--- config.mk ---
export PLATFORM = sky130hd
export DESIGN_NAME = game_sequencer
export DESIGN_NICKNAME = d
export VERILOG_FILES = /design/src/rtl/game_sequencer.sv
export SDC_FILE = /design/constraint.sdc
export NUM_CORES = 1
export LEC_CHECK = 0
export CAP_MARGIN = 20
export CELL_PAD_IN_SITES_DETAIL_PLACEMENT = 0
export CELL_PAD_IN_SITES_GLOBAL_PLACEMENT = 2
export CORE_MARGIN = 3
export CORE_UTILIZATION = 29
export DETAILED_ROUTE_END_ITERATION = 6
export PLACE_DENSITY_LB_ADDON = 0.08
export SLEW_MARGIN = 20
export SYNTH_ARGS = -nofsm -noshare
export SYNTH_HDL_FRONTEND = slang
export SYNTH_SLANG_ARGS = --single-unit
--- constraint.sdc ---
create_clock -name clk -period 3.2 [get_ports clk]
set_clock_uncertainty 0.15 [all_clocks]
set_input_delay 0.64 -clock clk [delete_from_list [all_inputs] [get_ports clk]]
set_output_delay 0.64 -clock clk [all_outputs]
set_load 0.01 [all_outputs]
--- src/rtl/game_sequencer.sv ---
// Frame-rate lane-runner controller: intro sequence, lane changes, object spawn/motion,
// collision scoring, pause and game-over, all stepping once per frame_tick.
module game_sequencer #(
  parameter int LANES       = 3,
  parameter int WIDTH       = 12,
  parameter int COUNTDOWN   = 5,
  parameter int FADE_STEP   = 30,
  parameter int FADE_END    = 640,
  parameter int ENTER_START = 180,
  parameter int ENTER_END   = 50,
  parameter int ENTER_STEP  = 20,
  parameter int LANE_PITCH  = 100,
  parameter int VSRC        = -140,
  parameter int VDST        = 220,
  parameter int SPAWN_STEP  = 32,
  parameter int HIT_LO      = 150,
  parameter int HIT_HI      = 210
) (
  input  logic                     clk,
  input  logic                     CPU_RESETN,
  input  logic                     frame_tick,
  input  logic                     btn_left,
  input  logic                     btn_right,
  input  logic                     pause,
  input  logic [19:0]              random,
  output logic [2:0]               state,
  output logic signed [WIDTH-1:0]  logo_voffset,
  output logic signed [WIDTH-1:0]  player_hoffset,
  output logic signed [WIDTH-1:0]  player_voffset,
  output logic [LANES*WIDTH-1:0]   obj_hoffset,
  output logic [LANES*WIDTH-1:0]   obj_voffset,
  output logic [LANES-1:0]         obj_active,
  output logic [LANES-1:0]         obj_kind,
  output logic [15:0]              score
);

  localparam int LW = (LANES > 1) ? $clog2(LANES) : 1;
  localparam int CW = (COUNTDOWN > 0) ? $clog2(COUNTDOWN + 1) : 1;

  typedef logic signed [WIDTH-1:0] off_t;
  typedef enum logic [2:0] {
    ST_RESET = 3'd0, ST_COUNT = 3'd1, ST_FADE = 3'd2, ST_ENTER = 3'd3,
    ST_PLAY  = 3'd4, ST_PAUSE = 3'd5, ST_OVER = 3'd6
  } state_t;

  localparam off_t VSRC_W        = off_t'(VSRC);
  localparam off_t VDST_W        = off_t'(VDST);
  localparam off_t HIT_LO_W      = off_t'(HIT_LO);
  localparam off_t HIT_HI_W      = off_t'(HIT_HI);
  localparam off_t FADE_END_W    = off_t'(FADE_END);
  localparam off_t FADE_STEP_W   = off_t'(FADE_STEP);
  localparam off_t ENTER_START_W = off_t'(ENTER_START);
  localparam off_t ENTER_END_W   = off_t'(ENTER_END);
  localparam off_t ENTER_STEP_W  = off_t'(ENTER_STEP);
  localparam logic [LW-1:0] LANE_MID  = LW'(LANES / 2);
  localparam logic [LW-1:0] LANE_LAST = LW'(LANES - 1);

  function automatic off_t lane_offset(input logic [LW-1:0] l);
    return off_t'((int'(l) - LANES / 2) * LANE_PITCH);
  endfunction

  state_t                      state_reg;
  off_t                        logo_reg;
  off_t                        pv_reg;
  off_t                        ph_reg;
  logic [LW-1:0]               lane_reg;
  logic [LW-1:0]               lane_next;
  logic [15:0]                 score_reg;
  logic [LANES-1:0]            act_reg;
  logic [LANES-1:0]            kind_reg;
  logic [LANES-1:0][WIDTH-1:0] vo_reg;
  logic [LANES-1:0][WIDTH-1:0] moved;
  logic [CW-1:0]               cd_reg;
  logic                        left_prev_reg;
  logic                        right_prev_reg;
  logic [LANES-1:0]            hit;
  logic [LANES-1:0]            spawn;
  logic [LANES-1:0]            coin_hit;
  logic [LANES-1:0]            obst_hit;
  logic                        left_edge;
  logic                        right_edge;
  logic                        unused_random;

  assign left_edge     = btn_left & ~left_prev_reg;
  assign right_edge    = btn_right & ~right_prev_reg;
  assign coin_hit      = hit & ~kind_reg;
  assign obst_hit      = hit & kind_reg;
  assign unused_random = ^random;

  for (genvar gi = 0; gi < LANES; gi++) begin : g_slot
    assign hit[gi] = act_reg[gi] && (lane_reg == LW'(gi)) &&
                     ($signed(vo_reg[gi]) >= HIT_LO_W) && ($signed(vo_reg[gi]) <= HIT_HI_W);
    assign moved[gi] = vo_reg[gi] + WIDTH'(SPAWN_STEP);
    assign spawn[gi] = !act_reg[gi] && (random[3*gi +: 3] == 3'b111);
    assign obj_hoffset[gi*WIDTH +: WIDTH] = WIDTH'((gi - LANES / 2) * LANE_PITCH);
  end

  // Simultaneous edges cancel; otherwise step one lane with saturation.
  always_comb begin
    lane_next = lane_reg;
    if (left_edge && !right_edge && lane_reg != '0)
      lane_next = lane_reg - LW'(1);
    else if (right_edge && !left_edge && lane_reg != LANE_LAST)
      lane_next = lane_reg + LW'(1);
  end

  always_ff @(posedge clk or negedge CPU_RESETN) begin
    if (!CPU_RESETN) begin
      state_reg      <= ST_RESET;
      logo_reg       <= '0;
      pv_reg         <= ENTER_START_W;
      lane_reg       <= LANE_MID;
      ph_reg         <= lane_offset(LANE_MID);
      score_reg      <= '0;
      act_reg        <= '0;
      kind_reg       <= '0;
      vo_reg         <= {LANES{VSRC_W}};
      cd_reg         <= '0;
      left_prev_reg  <= 1'b0;
      right_prev_reg <= 1'b0;
    end else if (frame_tick) begin
      left_prev_reg  <= btn_left;
      right_prev_reg <= btn_right;
      case (state_reg)
        ST_RESET: begin
          logo_reg  <= '0;
          pv_reg    <= ENTER_START_W;
          lane_reg  <= LANE_MID;
          ph_reg    <= lane_offset(LANE_MID);
          score_reg <= '0;
          act_reg   <= '0;
          kind_reg  <= '0;
          vo_reg    <= {LANES{VSRC_W}};
          cd_reg    <= CW'(COUNTDOWN);
          state_reg <= ST_COUNT;
        end
        ST_COUNT: begin
          if (cd_reg != '0) cd_reg <= cd_reg - CW'(1);
          else              state_reg <= ST_FADE;
        end
        ST_FADE: begin
          if (logo_reg < FADE_END_W) logo_reg <= logo_reg + FADE_STEP_W;
          else                       state_reg <= ST_ENTER;
        end
        ST_ENTER: begin
          if (pv_reg > ENTER_END_W) pv_reg <= pv_reg - ENTER_STEP_W;
          else                      state_reg <= ST_PLAY;
        end
        ST_PLAY: begin
          if (pause) begin
            state_reg <= ST_PAUSE;
          end else if (|obst_hit) begin
            state_reg <= ST_OVER;
          end else begin
            if ((|coin_hit) && (score_reg != 16'hFFFF)) score_reg <= score_reg + 16'd1;
            // Spawn only considers slots idle at tick start, so a slot freed now waits a tick.
            for (int k = 0; k < LANES; k++) begin
              if (coin_hit[k]) begin
                act_reg[k] <= 1'b0;
                vo_reg[k]  <= VSRC_W;
              end else if (act_reg[k]) begin
                if ($signed(moved[k]) > VDST_W) begin
                  act_reg[k] <= 1'b0;
                  vo_reg[k]  <= VSRC_W;
                end else begin
                  vo_reg[k] <= moved[k];
                end
              end else if (spawn[k]) begin
                act_reg[k]  <= 1'b1;
                vo_reg[k]   <= VSRC_W;
                kind_reg[k] <= random[19];
              end
            end
            lane_reg <= lane_next;
            ph_reg   <= lane_offset(lane_next);
          end
        end
        ST_PAUSE: begin
          if (!pause) state_reg <= ST_PLAY;
        end
        ST_OVER: begin
          if (left_edge || right_edge) state_reg <= ST_RESET;
        end
        default: state_reg <= ST_RESET;
      endcase
    end
  end

  assign state          = state_reg;
  assign logo_voffset   = logo_reg;
  assign player_hoffset = ph_reg;
  assign player_voffset = pv_reg;
  assign obj_voffset    = vo_reg;
  assign obj_active     = act_reg;
  assign obj_kind       = kind_reg;
  assign score          = score_reg;

endmodule

==> flow_summary.yaml <==
detailed_routing:
  first_pass_iters: 4
  ant_nets: 0
  wire_per_inst_um: 16.7
  dr_total_vias: 4639
  vias_per_cell: 5.02
  first_iter_violations: 217
  drcViolationCount: 0
  postRouteWirelength_um: 15400
worst_hold_path:
  hold_class: "in -> async"
synthesis:
  yosys.area.top_type: "dfrtp_1"
  synth_flop_cell: "dfrtp_1"
  syn_avg_cell_area_sq_um: 9.30
  netlist_top_cells_count: "59 x buf_4, 57 x dfrtp_1, 43 x nand2_1"
  yosysSeqAreaShare_pct: 37.9
  post_synth_num_cell_types: 76
  synth_top_area_share_pct: 25.7
  yosysWarnings: 0
  synth.area.top_cells: "dfrtp_1 26%, dfstp_2 12%, buf_4 8.0%"
  synth-edff-count: 0
  async_reset_ff_share_pct: 100
  yosysMostFrequentCell: "buf_4"
  syn_area_sq_mm: 0.00556
  synth_cells: 598
  ys_seq_elements: 83
worst_setup_path:
  critical_path.endpoint_type: "flip-flop"
  crit_fanout: 25
  ff2ff_setup_slack_ps: 330
  worstPathArrival_ps: 2980
  crit_type: "reg -> reg"
  cp.required_ps: 3320
  cp-start-kind: "flip-flop"
cts:
  clkLatencyLatePin_ps: 350
  cts_hold_buffers: 0
  cts_setup_buffers: 0
  cts_resized: 0
  htree_num_levels: 3
  cts_tree: "built"
  clkSinkCount: 83
  clock_path_buffers: 2
  clock-root-buffer: "clkbuf_16"
  cts_buffers: 9
  cts.clk_slew.worst_paths_ps: 70
grt:
  grt_overflow_total: 0
  grt_use_total_pct: 15.1
  antenna_found_initial: 0
  grt_first_pass_wirelength_um: 24700
  grt_pass1_vias: 4482
  grt_max_degree: 50
timing:
  rsz0062_at_grt: "false"
  worst_pin_slew_ps: 585
  hold_viol: 0
  slew_headroom_pct: 60.6
  final_max_slew_viol_count: 0
  fin_crit_sh_pct: 89.6
  finalCriticalPeriod_ps: 2870
  final.setup.tns_ps: 0
  setup_viol: 0
  max_freq_ghz: 0.349
place:
  dp_hpwl_um: 11000
  place_congestion: 0.785
  numPortBuffers: 98
finish:
  largest_reg_flops: 24
  nNetsFinal: 730
  fill_cells: 1973
  antennaDiodeCount: 0
  syn_to_final_growth_pct: 23.3
  drive_gt1_share_pct: 12.4
outcome:
  status: "finished clean"
die:
  ioPinCount: 159
  num_rows: 50
  fp.dieH_um: 144
  dieArea_sq_mm: 0.0209
  core-area_sq_mm: 0.0188
  start_util_pct: 29.6
  die_x_um: 144
power_and_ir_drop:
  leakage_nw: 2.90
  power.density_mw_per_mm2: 601
  max-vdd-ir-drop_v: 0.000272
  finalPower_w: 0.00412
job:
  drv_cap: 0
## routing by layer
layer / vias to the layer above / global-route usage (%) / routed length (um)
met4: 0 / 3.68 / 155
met1: 2285 / 20.7 / 7320
li1: 2232 / - / -
met2: 114 / 23.7 / 7110
met5: - / 0 / 0
met3: 8 / 3.94 / 833
## placed cells by master (no fill, tap or decap), types with 4 or more instances in the layout
cell / n
and2_1: 5
o21ai_0: 22
o21a_1: 5
dfrtp_1: 57
nand2b_1: 7
xnor2_1: 10
nand4_1: 11
ha_1: 18
nand3_1: 19
a211o_1: 5
inv_1: 30
a21oi_1: 23
mux2_2: 8
a31oi_1: 8
clkdlybuf4s50_1: 97
nand2_1: 43
nor2_1: 42
conb_1: 50
a311oi_1: 4
a211oi_1: 10
xor2_1: 8
mux2i_1: 8
a22o_1: 6
buf_4: 16
dfstp_2: 26
and3_1: 11
nor2b_1: 8
nor4_1: 10
or4_1: 8
clkbuf_16: 9
nor3_1: 16
o31ai_1: 14
a21o_1: 5
## area by class of cell
cell class	count	area (sq um)	share of cell area, %
flip-flops and latches	83	2110	30.8
repair buffers	115	1130	16.5
inverters	30	113	1.64
well taps	234	293	4.27
clock inverters	7	68.8	1.00
clock buffers	9	225	3.29
multi-input cells	447	2910	42.5
## through the flow
step                      instance area (sq um)  setup WS (ps)  utilization (%)  std cells  hold WS (ps)
after global routing                       6850            143             36.5        925           170
after global placement                     6560            260             35.0        909           314
after floorplan                            5740            589                -        646           194
after detailed placement                   6560            232             35.0        909           325
after CTS                                  6850            282             36.5        925           156
final                                      6850            334             36.5        925           134
## final timing paths
path	to	cells past startpoint	start
max	score[3]	9	player_hoffset[6]
min	obj_active[0]	1	CPU_RESETN
max reg2reg	score[3]	9	player_hoffset[6]
min reg2reg	cd_reg[1]	2	cd_reg[1]
max in group asynchronous	player_voffset[2]	2	CPU_RESETN
min in group clk	cd_reg[1]	2	cd_reg[1]
## logic make-up after synthesis
family          count (synthesis)  share of synthesized area (%)
flops                          83                           37.9
fa+ha+maj                      18                           4.05
mux                            16                           3.06
xor+xnor                       18                           2.84
other cells                     2                          0.135
simple gates                  203                           19.9
compound gates                142                           19.2
buf+inv                       116                           12.9
## critical path, cell delays in order, from the launching register on
cell	delay, ps
dfrtp_1	430
inv_1	170
ha_1	190
nor4bb_1	310
o2111a_1	290
nor2b_1	280
o31ai_2	90
buf_4	220
or4_1	480
a21oi_1	170
## power breakdown
group	leakage [nW]	total (W)	switching (W)	internal [W]
Sequential	1.04	0.00147	0.000244	0.00123
Combinational	1.71	0.00158	0.000881	0.000702
Clock	0.141	0.00106	0.000460	0.000602
Total	2.90	0.00412	0.00159	0.00253
Power figures use the tool's default switching activity.
